===== config.mk =====
export PLATFORM = sky130hd
export DESIGN_NAME = riscv_dcache
export DESIGN_NICKNAME = d
export VERILOG_FILES = /design/src/rtl/riscv_dcache_pkg.sv /design/src/rtl/riscv_dcache_array.sv /design/src/rtl/riscv_dcache.sv
export SDC_FILE = /design/constraint.sdc
export NUM_CORES = 1
export LEC_CHECK = 0
export CAP_MARGIN = 20
export CORE_ASPECT_RATIO = 0.7
export CORE_MARGIN = 4
export CORE_UTILIZATION = 55
export DETAILED_ROUTE_END_ITERATION = 8
export GPL_ROUTABILITY_DRIVEN = 0
export PLACE_DENSITY = 0.75
export SLEW_MARGIN = 20
export SYNTH_ARGS = -nofsm -noshare
export SYNTH_HDL_FRONTEND = slang
export SYNTH_HIERARCHICAL = 1
export SYNTH_SLANG_ARGS = --single-unit

===== constraint.sdc =====
create_clock -name clk -period 8.9 [get_ports clk]
set_input_delay 1.78 -clock clk [delete_from_list [all_inputs] [get_ports clk]]
set_output_delay 1.78 -clock clk [all_outputs]
set_load 0.02 [all_outputs]

===== src/rtl/riscv_dcache_pkg.sv =====
// dcache_pkg: shared types and geometry for the RISC-V data cache.
//   dcacheState_t : controller states (IDLE, FILL, WRITE)
//   LINE_BITS     : cache line width (4 x 32-bit words)
//   indexWidth()/tagWidth() : address-field widths derived from the line count
package dcache_pkg;

  typedef enum logic [1:0] {
    IDLE,
    FILL,
    WRITE
  } dcacheState_t;

  localparam int unsigned WORD_BITS = 32;
  localparam int unsigned LINE_BITS = 128;
  localparam int unsigned BYTE_W    = 2;
  localparam int unsigned OFFSET_W  = 2;

  function automatic int unsigned indexWidth(input int unsigned lines);
    return $clog2(lines);
  endfunction

  function automatic int unsigned tagWidth(input int unsigned lines);
    return 32 - BYTE_W - OFFSET_W - $clog2(lines);
  endfunction

endpackage


===== src/rtl/riscv_dcache_array.sv =====
// dcache_array: valid/tag/data storage for the direct-mapped data cache.
//   index/offset  : line and word select (combinational read by index)
//   fillEn        : write whole line + tag, set valid (synchronous)
//   wordEn        : write one word of the indexed line (synchronous)
//   reset         : synchronous clear of all valid bits; tags/data untouched
//   lineValid/lineTag/lineData : contents of the indexed line
module dcache_array
  import dcache_pkg::*;
#(
  parameter int unsigned LINES      = 4,
  parameter int unsigned LINE_WORDS = 4,
  parameter int unsigned IDX_W      = 2,
  parameter int unsigned TAG_W      = 26
) (
  input  logic                             clk,
  input  logic                             reset,
  input  logic [IDX_W-1:0]                 index,
  input  logic [OFFSET_W-1:0]              offset,
  input  logic                             fillEn,
  input  logic [TAG_W-1:0]                 fillTag,
  input  logic [LINE_WORDS*WORD_BITS-1:0]  fillLine,
  input  logic                             wordEn,
  input  logic [WORD_BITS-1:0]             wordData,
  output logic                             lineValid,
  output logic [TAG_W-1:0]                 lineTag,
  output logic [LINE_WORDS*WORD_BITS-1:0]  lineData
);

  logic [LINES-1:0]                         validQ;
  logic [TAG_W-1:0]                         tagMem  [LINES];
  logic [LINE_WORDS-1:0][WORD_BITS-1:0]     dataMem [LINES];

  always_ff @(posedge clk) begin
    if (reset) begin
      validQ <= '0;
    end else if (fillEn) begin
      validQ[index] <= 1'b1;
    end
  end

  always_ff @(posedge clk) begin
    if (fillEn) begin
      tagMem[index]  <= fillTag;
      dataMem[index] <= fillLine;
    end else if (wordEn) begin
      dataMem[index][offset] <= wordData;
    end
  end

  assign lineValid = validQ[index];
  assign lineTag   = tagMem[index];
  assign lineData  = dataMem[index];

endmodule


===== src/rtl/riscv_dcache.sv =====
// riscv_dcache: direct-mapped, write-through, no-write-allocate data cache.
//   load/store/addr/wdata : core data-memory request (held while dhit=0)
//   rdata/dhit            : load data and access-complete (stall release)
//   mem_req/mem_we/mem_addr/mem_wdata : registered backing-memory request
//   mem_rdata/mem_ack     : fill line and one-cycle completion pulse
module riscv_dcache
  import dcache_pkg::*;
#(
  parameter int unsigned LINES      = 4,
  parameter int unsigned LINE_WORDS = 4
) (
  input  logic                  clk,
  input  logic                  reset,
  input  logic                  load,
  input  logic                  store,
  input  logic [31:0]           addr,
  input  logic [31:0]           wdata,
  output logic [31:0]           rdata,
  output logic                  dhit,
  output logic                  mem_req,
  output logic                  mem_we,
  output logic [31:0]           mem_addr,
  output logic [31:0]           mem_wdata,
  input  logic [LINE_BITS-1:0]  mem_rdata,
  input  logic                  mem_ack
);

  localparam int unsigned IDX_W = indexWidth(LINES);
  localparam int unsigned TAG_W = tagWidth(LINES);

  dcacheState_t state, nextState;

  logic [IDX_W-1:0]                     index;
  logic [TAG_W-1:0]                     tag;
  logic [OFFSET_W-1:0]                  offset;
  logic                                 lineValid;
  logic [TAG_W-1:0]                     lineTag;
  logic [LINE_BITS-1:0]                 lineData;
  logic [LINE_WORDS-1:0][WORD_BITS-1:0] lineWords;
  logic                                 hit;
  logic                                 ackSeen;
  logic                                 fillEn;
  logic                                 wordEn;
  logic                                 unusedByteBits;

  logic        memReqQ;
  logic        memWeQ;
  logic [31:0] memAddrQ;
  logic [31:0] memWdataQ;

  assign offset         = addr[3:2];
  assign index          = addr[4 +: IDX_W];
  assign tag            = addr[31 -: TAG_W];
  assign unusedByteBits = ^addr[1:0];

  dcache_array #(
    .LINES      (LINES),
    .LINE_WORDS (LINE_WORDS),
    .IDX_W      (IDX_W),
    .TAG_W      (TAG_W)
  ) uArray (
    .clk       (clk),
    .reset     (reset),
    .index     (index),
    .offset    (offset),
    .fillEn    (fillEn),
    .fillTag   (tag),
    .fillLine  (mem_rdata),
    .wordEn    (wordEn),
    .wordData  (wdata),
    .lineValid (lineValid),
    .lineTag   (lineTag),
    .lineData  (lineData)
  );

  assign lineWords = lineData;
  assign hit       = lineValid && (lineTag == tag);
  // acks are only meaningful while our own request is outstanding
  assign ackSeen   = memReqQ && mem_ack;

  always_ff @(posedge clk) begin
    if (reset) begin
      state <= IDLE;
    end else begin
      state <= nextState;
    end
  end

  always_comb begin
    nextState = state;
    dhit      = 1'b0;
    fillEn    = 1'b0;
    wordEn    = 1'b0;
    unique case (state)
      IDLE: begin
        if (store) begin
          nextState = WRITE;
        end else if (load && !hit) begin
          nextState = FILL;
        end else begin
          dhit = 1'b1;
        end
      end
      FILL: begin
        if (ackSeen) begin
          nextState = IDLE;
          fillEn    = 1'b1;
        end
      end
      WRITE: begin
        if (ackSeen) begin
          nextState = IDLE;
          dhit      = 1'b1;
          wordEn    = hit;
        end
      end
      default: nextState = IDLE;
    endcase
    if (reset) begin
      dhit   = 1'b1;
      fillEn = 1'b0;
      wordEn = 1'b0;
    end
  end

  assign rdata = (!reset && state == IDLE && load && !store && hit) ? lineWords[offset] : '0;

  // Stores issue the request on the IDLE->WRITE edge; a fill issues it one
  // cycle after entering FILL, which is what gives a load miss its extra
  // stall cycle relative to a store.
  always_ff @(posedge clk) begin
    if (reset) begin
      memReqQ   <= 1'b0;
      memWeQ    <= 1'b0;
      memAddrQ  <= '0;
      memWdataQ <= '0;
    end else begin
      unique case (state)
        IDLE: begin
          if (store) begin
            memReqQ   <= 1'b1;
            memWeQ    <= 1'b1;
            memAddrQ  <= {addr[31:2], 2'b00};
            memWdataQ <= wdata;
          end
        end
        FILL: begin
          if (!memReqQ) begin
            memReqQ  <= 1'b1;
            memWeQ   <= 1'b0;
            memAddrQ <= {addr[31:4], 4'b0000};
          end else if (mem_ack) begin
            memReqQ <= 1'b0;
          end
        end
        WRITE: begin
          if (mem_ack) begin
            memReqQ <= 1'b0;
          end
        end
        default: memReqQ <= 1'b0;
      endcase
    end
  end

  assign mem_req   = memReqQ;
  assign mem_we    = memWeQ;
  assign mem_addr  = memAddrQ;
  assign mem_wdata = memWdataQ;

endmodule


# After elaboration in Yosys (flattened, before gate mapping)
# Memories as Yosys holds them, arrays and structs flattened.
# Cells that the tools add are included.
[totals]
reg_bits = 72
mem_bits_rw = 616
in_bits = 197
word_cells = 334
mem_count = 2
[memory_table]
columns = ["name", "depth", "width", "rd", "rd_clocked_by_memory_dff", "write_ports", "line", "text"]
rows = [
  ["uArray.dataMem", 4, 128, 1, 0, 1, "riscv_dcache_array.sv:31", "logic [LINE_WORDS-1:0][WORD_BITS-1:0] dataMem [LINES];"],
  ["uArray.tagMem", 4, 26, 1, 0, 1, "riscv_dcache_array.sv:30", "logic [TAG_W-1:0] tagMem [LINES];"],
]
[classes]
n_lt_le_gt_ge = 4
n_eq_ne = 8
muxes = 166
n_bitwise = 129
reduce_logical = 19
[op_table]
columns = ["operator", "count"]
rows = [
  ["32-bit 2-to-1 mux", 5],
  ["1-bit 2-to-1 mux", 148],
  ["128-bit 2-to-1 mux", 1],
  ["1-bit bitwise OR", 128],
  ["32-bit binary-select mux with 2-bit select", 1],
  ["32-bit demux with 2-bit select", 1],
  ["32-bit case mux with 2 select lines", 1],
  ["26-bit equality test", 1],
  ["1-bit logical AND", 9],
  ["2-bit by 3-bit < comparator with 1-bit output (second input constant)", 2],
  ["2-bit 2-to-1 mux", 3],
  ["2-bit inequality test (second input constant)", 3],
  ["2-bit AND reduction", 3],
  ["2-bit by 1-bit greater-or-equal comparator with 1-bit output (second input constant)", 2],
  ["4-bit bitwise OR", 1],
  ["1-bit case mux with 2 select lines", 2],
  ["2-bit case mux with 2 select lines", 1],
  ["1-bit zero test", 3],
  ["3-bit inequality test (second input constant)", 1],
  ["1-bit case mux with 3 select lines", 1],
  ["3-bit AND reduction", 1],
  ["1-bit binary-select mux with 2-bit select", 1],
  ["1-bit demux with 2-bit select", 1],
  ["2-bit by 1-bit equality test with 1-bit output (second input constant)", 1],
  ["other kinds (5)", 5],
]

# Longest topological paths before layout
[logic_depth]
ltp_word = 10
ltp_mapped = 12
depth_no_buf = 8

# Cells and area by module
# The synthesis kept the hierarchy.
[modules_own_cells]
columns = ["module", "n_inst", "cells_per_inst", "area_per_inst_um2", "seq_area_each_um2"]
rows = [
  ["dcache_array", 1, 997, 24085.6, 18577.8],
  ["riscv_dcache", 1, 422, 3702.3, 1321.3],
]

# Worst setup path after synthesis
# OpenSTA, ideal clock, no wires.
[synth_path]
path_kind = "input-to-reg"
startpoint = "input port addr[4]"
endpoint = "memory uArray/dataMem[0][0] in the netlist's numbering, enable pin"
setup_ns = 0.432
arrival_ns = 6.307
required_time_ns = 8.468
setup_slack_ns = 2.161
stages = 10
cell_sequence = "buf_4 buf_2 mux4_2 xnor2_1 nand4_1 nor4_4 nand2_1 nor4_1 or3b_2 a21oi_1"
[synth_between]
elab_chain_len = 10
word_cells_on_any_way = 12
cone_classes = "1 x eq/ne; 8 x mux; 1 x bitwise; 1 x reduce/logical; 1 x memory"
[synth_lines]
columns = ["item", "line", "text"]
rows = [
  ["start, declared", "riscv_dcache.sv:16", "input logic [31:0] addr,"],
  ["memory read 4 x 26 bit", "--", ""],
  ["via lineTag[1]", "riscv_dcache.sv:37", "logic [TAG_W-1:0] lineTag;"],
  ["26-bit equality test", "riscv_dcache.sv:77", "assign hit = lineValid && (lineTag == tag);"],
  ["1-bit logical AND", "riscv_dcache.sv:77", ""],
  ["1-bit 2-to-1 mux", "riscv_dcache.sv:111", "if (ackSeen) begin"],
  ["1-bit 2-to-1 mux", "riscv_dcache.sv:94", "unique case (state)"],
  ["1-bit 2-to-1 mux", "riscv_dcache.sv:119", "if (reset) begin"],
  ["via wordEn", "riscv_dcache.sv:43", "logic wordEn;"],
  ["1-bit 2-to-1 mux", "riscv_dcache_array.sv:45", "end else if (wordEn) begin"],
  ["1-bit 2-to-1 mux", "riscv_dcache_array.sv:42", "if (fillEn) begin"],
  ["128-bit 2-to-1 mux (implied by the code)", "riscv_dcache_array.sv:46", "dataMem[index][offset] <= wordData;"],
  ["1-bit bitwise OR (no line)", "--", ""],
  ["end, declared", "riscv_dcache_array.sv:31", ""],
]
# The timed path passes the listed nets, and every way through them passes these cells. The select of a mux whose other input is x is not followed.

# Final worst setup path
[layout_path]
startpoint = "input port addr[4]"
endpoint = "output port rdata[9]"
[layout_between]
elab_chain_len = 5
word_cells_on_any_way = 10
cone_classes = "1 x eq/ne; 5 x mux; 2 x reduce/logical; 2 x memory"
[layout_lines]
columns = ["item", "line", "text"]
rows = [
  ["memory read 4 x 26 bit", "--", ""],
  ["via lineTag[20]", "riscv_dcache.sv:37", ""],
  ["26-bit equality test", "riscv_dcache.sv:77", ""],
  ["1-bit logical AND", "riscv_dcache.sv:77", ""],
  ["1-bit logical AND", "riscv_dcache.sv:126", "assign rdata = (!reset && state == IDLE && load && !store && hit) ? lineWords[offset] : '0;"],
  ["32-bit 2-to-1 mux", "riscv_dcache.sv:126", ""],
  ["end, declared", "riscv_dcache.sv:18", "output logic [31:0] rdata,"],
]
# The timed path passes the listed nets, and every way through them passes these cells. The select of a mux whose other input is x is not followed.

==> results.md <==
* Outcome: complete, no violations
* Share of flip-flops with an asynchronous set or reset after synthesis at 0
* Routing usage on met2 at 0.401
* Maximum number of pins on one net before global-route repair at 74
* Leading register cell type out of synthesis: edfxtp_1
* Endpoint arrival time on the critical path at 6.24 ns
* Clock network latency to the later pin of the worst-skew pair at 0.61 ns
* CTS sink cnt at 686
* Number of clock buffers inserted by TritonCTS at 61
* Count of pins on the block boundary at 296
* Crit-path leading delay family: simple AND/OR/NAND/NOR gates
* Die height at 196 µm
* Final cycle utilization of the critical path at 0.902
* Overflow left after global routing at 0
* Total Die Area at 54200 µm²
* Via density per instance at 6.15
* GR met1 Demand/Resource at 0.372
* Design Area, Final at 33500 µm²
* Quantity of gates resized following cts at 0
* Type of the setup path with the least slack: in -> out
* Synth-to-layout area growth at 20.7%
* Worst hold path type: reg -> reg
* Final period demand of the worst path at 8.02 ns
* Standard cell area after detailed placement at 31700 µm²
* Yosys warns at 6
* Maximum level of the CTS H-tree at 2
* Final setup fails at 0
* Number of flops mapped to enable cells by yosys at 616
* Slew margin rel. at 0.287
* Pint at 5200 µW
* Post-DR wirelength/cell at 28.0 µm
* Share of post-route cells with drive strength above 1 at 0.262
* Number of buffer cells added on primary ports at 291
* Grt met3 use at 0.0552
* HPWL Detailed at 43600 µm
* CTS tree: built
* Critical path peak fanout at 66
* Total of hold buffers inserted after clock tree synthesis at 0
* Maxcap violations at 0
* Total leakage power at 0.0106 µW
* Largest vdd supply drop at 0.136 mV
* Synthesized netlist cell count at 1419
* Maximum cell stage delay along the critical path at 0.77 ns
* Avg Inst Size Synth at 19.6 µm²
* Reg power frac at 0.533
* Pre-Repair DR Iteration Count at 5
* Die width at 277 µm
* Global router's overall resource usage at 0.253
* Fillcell total at 3127
* Cell with the largest stage delay on the worst path: nand3_2
* ANT nets after route at 0
* Ordered list of cells on the worst path: buf_8 -> mux4_2 -> xnor2_1 -> nand4_1 -> nor4_4 -> nand3_2 -> buf_4 -> nor2b_1 -> clkdlybuf4s50_1
* Mapped cell area at 27800 µm²
* Kind of launch point of the worst setup path: primary input
* Vias in the first global route at 15300
* Switching part of the total at 0.229
* Via count at 15100
* Floorplan core area at 49600 µm²
* Global routing's busiest layer: met2
* DRC violation total after the first TritonRoute iteration at 1725
* Clock tree root buffer cell: clkbuf_16
* Maximum clock insertion buffer count at 3
* Total number of nets in the final design at 1930
* Sequential fraction of the synthesis area at 0.716
* Bufs and invs on worst path at 3
* Postcts setup bufs at 0
* Clock Skews at 0.0259 ns
* Std-Cell Rows at 68
* DRC violation count after routing at 0
* Post-layout util at 0.676
* Timing-limited maximum frequency at 125 MHz
* Setup crit end kind: output port
* Initial antenna violation count at 3
* First-pass GRT wire length at 101000 µm
* Required time of the critical path at 7.12 ns
* Power share of the combinational group at 0.104
* Clock-pin transition on the worst setup and hold timing paths at 0.06 ns
* Unrepaired setup endpoints after global routing: no
* Final hold violations at 0
* Net Sw Power at 1540 µW
* Count of final max-slew check failures at 0
* Total of flip-flops plus latches after synthesis at 686
* Total Routed Length at 68600 µm
* Initial core utilization at 0.560
* Overall power at 6740 µW
* PwrDens at 201 nW/µm²
* Worst Setup Slack, final at 0.875 ns
* Worst slew pin tran at 1.07 ns
* Part of the total power dissipated in the clock network at 0.364
* Number of distinct standard cells referenced by the synthesized netlist at 45
* Setup slack after placement at 0.845 ns
* Post-Route Setup TNS at 0 ns
worst register-to-register path: stages, from the launching register on:
cell and delay, ns:
edfxtp_1 0.36, mux4_2 0.48, xnor2_1 0.45, nand4_1 0.36, nor4_4 0.48, nand2_1 0.18
nor4_2 0.75, or3b_2 0.65, a21oi_4 0.71, buf_4 0.44
path summary, 6_finish.rpt:
kind / from / end / slack, ns / cells past startpoint
worst min register to register: mem_wdata[5]$_SDFFE_PP0P_ / mem_wdata[5]$_SDFFE_PP0P_ / 0.46 / 2
worst min-delay path: mem_wdata[5]$_SDFFE_PP0P_ / mem_wdata[5]$_SDFFE_PP0P_ / 0.46 / 2
worst max register to register: uArray/tagMem[3][20]$_DFFE_PP_ / uArray/dataMem[0][26]$_DFFE_PP_ / 3.71 / 9
worst max-delay path: addr[4] / rdata[9] / 0.88 / 9
layout make-up:
class                      instances  area [µm²]  area share
sequential                       686       19900       0.593
multi-input combinational        639        7610       0.227
timing repair buffer             335        3310      0.0986
clock buffer                      73        1650      0.0490
tap                              665         832      0.0248
clock inverter                    42         216     0.00645
inverter                           7        26.3    0.000783
antenna                            3        7.51    0.000224
synth_stat cells, types with 14 or more instances:
| cell type | count | share of area |
|---|---|---|
| dfxtp_1 | 70 | 0.050 |
| mux2_1 | 18 | 0.0073 |
| xnor2_1 | 26 | 0.0082 |
| buf_1 | 14 | 0.0019 |
| mux2_2 | 110 | 0.045 |
| nand2_1 | 127 | 0.017 |
| mux4_2 | 187 | 0.15 |
| nor2b_1 | 32 | 0.0072 |
| a21oi_1 | 79 | 0.014 |
| edfxtp_1 | 616 | 0.67 |
| clkbuf_1 | 25 | 0.0034 |
| buf_2 | 34 | 0.0061 |
power by group through the flow:
stage	logic, µW	registers [µW]	clock network (µW)
final	699	3590	2450
after global routing	746	3590	2640
after CTS	695	3590	2490
after detailed placement	691	3660	0
after global placement	677	3660	0
after floorplan	324	3710	0
placed cells by master (no fill, tap or decap), types with 12 or more instances in the layout:
cell type        Yosys  final
edfxtp_1           616    616
clkdlybuf4s50_1      0    286
mux4_2             187    187
nand2_1            127    126
mux2_2             110    110
dfxtp_1             70     70
a21oi_1             79     67
clkbuf_16            0     64
buf_4                5     39
nor2b_1             32     32
xnor2_1             26     26
mux2_1              18     18
clkinv_1             0     17
clkinv_2             0     16
a21oi_4              0     12
routing by layer:
layer	share of wire	wire length, µm
met5	0	0
met4	0.016	1100
met3	0.097	6680
met2	0.48	32800
met1	0.41	28000
sequential cells by signal, summed over array words and instances (netlist names):
name and cells:
mem_addr 30, mem_wdata 32, uArray/validQ 4, uArray/tagMem 104
mem_req 1, uArray/dataMem 512, mem_we 1, state 2
kinds of logic (layout without fill, tap and decap cells):
family,Yosys count,in the layout,share of synthesized area
flip-flops,686,686,0.716
multiplexers,316,316,0.204
AND/OR/NAND/NOR,201,201,0.0349
buffers and inverters,95,457,0.0177
AO/OA/AOI/OAI,91,91,0.0178
XOR/XNOR,26,26,0.00819
adder cells (fa/ha/maj),3,3,0.00135
other,1,5,0.000135
per-stage QoR:
stage,hold slack [ns],instances
floorplan,0.416,1420
global placement,0.436,2331
detailed placement,0.447,2331
CTS,0.456,2446
global route,0.473,2450
finish,0.455,2450
(Power assumes the default switching activity.)
==> RTL edit 1, RTL diff (config.mk and constraints unchanged) <==
The 3 states of `dcacheState_t` get a one-hot encoding in 3 bits.
--- a/src/rtl/riscv_dcache_pkg.sv
+++ b/src/rtl/riscv_dcache_pkg.sv
@@ -6,6 +6,6 @@
 
-  typedef enum logic [1:0] {
-    IDLE,
-    FILL,
-    WRITE
+  typedef enum logic [2:0] {
+    IDLE  = 3'b001,
+    FILL  = 3'b010,
+    WRITE = 3'b100
   } dcacheState_t;
Check against the original RTL: no difference found for any inputs over 4 cycles, from zero or initial values and one cycle with reset high; so few cycles prove little.
==> RTL edit 1 against the unedited design <==
  * Wire length is 2.2% higher
  * Total power rose by 1.4%
  * Worst setup slack better by 490 ps
  * Sequential cell count grew 1
  * Die area up 0.36%
  * Fmax grew 6.5%
  * Cell area increased by 1.1%
  * Core utilization increased by 0.60 points
  * First-iteration DRC count is 2.3% higher
  * Critical path depth decreased by 2
  * Area after synthesis grew 0.37%
==> RTL edit 1: results (changes against the unedited design) <==
stage,metric,value,unit,change
min_path,worst hold endpoint,mem_addr[4],,
critical_path,peak fanout along the critical path,68,,+3.0%
min_path,Hold Crit Start,mem_addr[4],,
sta,Slew headroom,33.1,%,+4.5 points
sta,clock skew,12.2,ps,-13.7 ps
pwr,Static Leak,10.7,nW,+1.1%
global_route,largest net degree at the start of global routing,71,,-4.1%
sta,WHS,454,ps,-1.14 ps
critical_path,R2R cell count,10,,+1
critical_path,slowest CP cell,buf_4,,
global_route,vias in the first global route,15500,,+1.5%
layout,Filler Cell Count,3115,,-0.38%
critical_path,RR Endpoint,uArray/dataMem[0][0],,
synth,Synth top cells by count,"edfxtp_1, mux4_2, nand2_1",,
critical_path,crit-path leading delay family,buffers and inverters,,
global_route,Tot GR Track Use,25.8,%,+0.48 points
run_status,status,completed,,
critical_path,critical path data arrival time,5760,ps,-480 ps
critical_path,reg-to-reg setup timing slack,4480,ps,+770 ps
clock_network,Num CTS Buffers,66,,+8.2%
drt,DRT Wirelength,70.1,mm,+2.2%
pwr,Peak VDD IR,0.121,mV,-11%
place,Detailed Place HPWL,44.1,mm,+1.0%
synth,main area contributors after synthesis,"edfxtp_1, mux4_2, dfxtp_1",,
place,port bufs,291,,unchanged
layout,"Net count, final",1939,,+0.47%
synth,distinct cell type count after synthesis,51,,+13%
clock_network,"Clk Latency, worst-skew pair",590,ps,-20 ps
drt,first-iteration detailed-routing DRC count,1764,,+2.3%
global_route,global-route wire length before repair,103,mm,+1.6%
critical_path,RR Startpoint,uArray/tagMem[3][18],,
drt,Vias/cell,6.21,,+1.0%
critical_path,Critical Path Max Stage Delay,840,ps,+70 ps
clock_network,H-Tree Level Count,3,,+1
==> RTL edit 1: per-stage QoR <==
step                      std cells  area, um^2
after floorplan                1425       27900
after global placement         2338       31800
after detailed placement       2339       31800
after CTS                      2460       33900
after global routing           2462       33900
final                          2462       33900
==> RTL edit 1: area by class of cell <==
cell class	instances	area [um^2]	share of cell area [%]
clock inverters	31	221	0.653
flip-flops and latches	687	19900	58.8
diodes	2	5.00	0.0148
inverters	5	18.8	0.0554
clock buffers	90	1890	5.57
repair buffers	338	3350	9.87
multi-input cells	644	7670	22.6
well taps	665	832	2.45
==> RTL edit 1: worst max path at each step <==
stage / endpoint / slack [ps] / start
after floorplan: uArray/dataMem[0][0] / 2290 / addr[4]
after global placement: rdata[4] / 1240 / addr[4]
after detailed placement: rdata[4] / 1220 / addr[4]
after CTS: rdata[4] / 1200 / addr[4]
after global routing: rdata[31] / 960 / addr[4]
final: rdata[31] / 1360 / addr[4]
==> RTL edit 1: cell families after synthesis <==
group | share of synthesized area [%]
compound gates | 1.88
xor+xnor | 0.816
buf+inv | 1.89
flops | 71.4
mux | 20.3
other cells | 0.0134
simple gates | 3.68
==> RTL edit 1: where the power goes <==
part           leakage [nW]  internal (mW)  switching, mW
Sequential             6.12           3.54         0.0224
Clock                  1.04           1.58           1.15
Combinational          3.57          0.268          0.281
==> RTL edit 1: tightest hold or removal path: cells and delay by family, from the launching register on <==
family             cells  cell delay (ps)
AOI/OAI and AO/OA      1               50
DFF                    1              310
and+or+nand+nor        1               50
==> RTL edit 1: routing by layer <==
metal / global-route usage [%] / wire length (um) / up-vias
met5: 0 / 13 / -
met4: 6.19 / 1460 / 2
met3: 6.86 / 7100 / 104
met2: 39.0 / 32500 / 826
met1: 38.3 / 29000 / 7989
li1: - / - / 6375
==> RTL edit 2, RTL diff (same flow settings) <==
Without the edit above. Reset style: asynchronous (`reset`), changed in 3 clocked blocks.
--- a/src/rtl/riscv_dcache_array.sv
+++ b/src/rtl/riscv_dcache_array.sv
@@ -32,3 +32,3 @@
 
-  always_ff @(posedge clk) begin
+  always_ff @(posedge clk or posedge reset) begin
     if (reset) begin
--- a/src/rtl/riscv_dcache.sv
+++ b/src/rtl/riscv_dcache.sv
@@ -80,3 +80,3 @@
 
-  always_ff @(posedge clk) begin
+  always_ff @(posedge clk or posedge reset) begin
     if (reset) begin
@@ -130,3 +130,3 @@
   // stall cycle relative to a store.
-  always_ff @(posedge clk) begin
+  always_ff @(posedge clk or posedge reset) begin
     if (reset) begin
Check against the original RTL: differs if reset is asserted again (counterexample within 4 cycles, from zero or initial values and one cycle with reset high); with reset held inactive, the same outputs for 4 cycles.
==> RTL edit 2 against the unedited design <==
  * Total power rose by 16%
  * Wire length fell by 0.90%
  * Global-route usage down 0.44 points
  * Worst setup slack better by 610 ps
  * Area after synthesis up 0.87%
  * Sequential cell count is the same
  * Clock skew is 7.2 ps lower
  * Cell area increased by 1.1%
  * Count of clock-buffer cells in the layout rose by 6
  * Critical endpoint is now rdata[5]
==> RTL edit 2: results (changes against the unedited design) <==
stage,metric,value,unit,change
clock_network,postcts setup bufs,0,,unchanged
pwr,Peak VDD IR,0.158,mV,+17%
drt,drt wl/cell,29.2,um,+4.2%
layout,layout cell share with drive strength beyond 1,32.2,%,+6.0 points
synth,main area contributors after synthesis,"edfxtp_1, mux4_2, mux2_2",,
critical_path,R2R cell count,10,,+1
synth,Mapped Cells,1283,,-9.6%
layout,Largest register FFs,512,,unchanged
place,port bufs,291,,unchanged
min_path,worst hold endpoint,uArray/validQ[1],,
min_path,WHS Path Cells,1,,-1
run_status,status,completed,,
place,Area after DPL,31800,um^2,+0.53%
critical_path,CP startpoint,addr[4],,
critical_path,critical path data arrival time,5630,ps,-610 ps
place,pre-CTS setup slack,1450,ps,+604 ps
global_route,vias in the first global route,15000,,-1.6%
global_route,largest net degree at the start of global routing,68,,-8.1%
drt,drt pass-1 iters,5,,unchanged
critical_path,peak fanout along the critical path,61,,-7.6%
clock_network,# resized after CTS,0,,unchanged
global_route,global-route wire length before repair,99.7,mm,-1.7%
synth,distinct cell type count after synthesis,47,,+4.4%
synth,Async SR Flop Fraction,10.2,%,+10 points
clock_network,Post-CTS Hold Buffers,0,,unchanged
place,Placed Instances,2208,,-5.3%
clock_network,Num CTS Buffers,61,,unchanged
layout,Filler Cell Count,3135,,+0.26%
synth,Seq cells post-synth,686,,unchanged
synth,YS warnings,6,,unchanged
drt,via count,14500,,-3.9%
global_route,initial antenna violation count,7,,+4
layout,"Most flops, register",uArray/dataMem,,
layout,"Net count, final",1806,,-6.4%
drt,first-iteration detailed-routing DRC count,1460,,-15%
synth,number of synthesized flops with an enable pin,616,,unchanged
clock_network,root buffer cell,clkbuf_16,,
global_route,Tot GR Track Use,24.8,%,-0.44 points
sta,clock skew,18.7,ps,-7.23 ps
synth,register area share after synthesis,72.2,%,+0.63 points
drt,DRT Wirelength,68.0,mm,-0.90%
clock_network,H-Tree Level Count,2,,unchanged
place,Detailed Place HPWL,42.4,mm,-2.8%
critical_path,reg-to-reg setup timing slack,4280,ps,+570 ps
critical_path,RR Endpoint,uArray/dataMem[3][19],,
clock_network,worst-case clock buffer depth,3,,unchanged
pwr,Static Leak,11.0,nW,+3.5%
clock_network,"Reg clk slew, reported paths",60,ps,about the same
synth,"Top FF cell, synth",edfxtp_1,,
synth,Synth top cells by count,"edfxtp_1, mux4_2, mux2_2",,
min_path,Hold Crit Start,uArray/validQ[1],,
min_path,HP Class,flip-flop to flip-flop,,
clock_network,"Clk Latency, worst-skew pair",610,ps,about the same
critical_path,RR Startpoint,uArray/tagMem[2][21],,
sta,Slew headroom,34.4,%,+5.8 points
RTL edit 2: critical path, cell delays in order:
cell,delay (ps)
buf_8,500
buf_4,530
mux4_2,580
xnor2_1,250
nand4_1,190
nor4_4,360
nand3_2,90
buf_4,330
nor2b_1,310
clkdlybuf4s50_1,660
RTL edit 2: logic make-up (layout without fill, tap and decap cells):
kind of cell / count (synthesis) / after routing / share of synthesized area (%)
and+or+nand+nor: 81 / 81 / 1.87
other: 1 / 8 / 0.0134
muxes: 376 / 376 / 22.6
xor gates and xnor gates: 26 / 26 / 0.812
DFF: 686 / 686 / 72.2
adders and majority gates: 3 / 3 / 0.134
AOI/OAI and AO/OA: 28 / 28 / 0.576
buffers and inverters: 82 / 457 / 1.74
RTL edit 2: metrics by stage:
stage	hold WS [ps]	total power, mW
floorplan	434	4.57
global placement	445	5.13
detailed placement	456	5.17
CTS	472	7.85
global route	485	8.08
finish	473	7.81
RTL edit 2: cell type report:
cell class / count / area (um^2) / share of cell area [%]
clock inverters: 37 / 404 / 1.19
multi-input cells: 516 / 7500 / 22.1
diodes: 6 / 15.0 / 0.0443
repair buffers: 332 / 3220 / 9.50
flip-flops and latches: 686 / 20200 / 59.7
well taps: 665 / 832 / 2.45
clock buffers: 79 / 1660 / 4.89
inverters: 9 / 35.0 / 0.103
RTL edit 2: metal layers:
layer	GRT usage, %	vias up	routed length, um
li1	-	5969	-
met1	37.2	7655	27700
met2	38.5	778	32400
met3	5.66	78	6900
met4	5.10	0	1010
met5	0	-	0
RTL edit 2: how the worst max path moves through the flow:
| stage | endpoint | slack [ps] | depth (start not counted) |
|---|---|---|---|
| finish | rdata[5] | 1490 | 10 |
| global route | rdata[5] | 1200 | 10 |
| CTS | rdata[5] | 1440 | 10 |
| detailed placement | rdata[5] | 1450 | 10 |
| global placement | rdata[7] | 1430 | 10 |
| floorplan | uArray/dataMem[0][0] | 2270 | 10 |
RTL edit 2: power breakdown:
group	internal, mW	switching [mW]	leakage, nW	total, mW
combinational	0.661	0.631	3.60	1.29
sequential	3.71	0.0948	6.37	3.81
clock	1.57	1.14	1.00	2.71
total	5.94	1.86	11.0	7.81
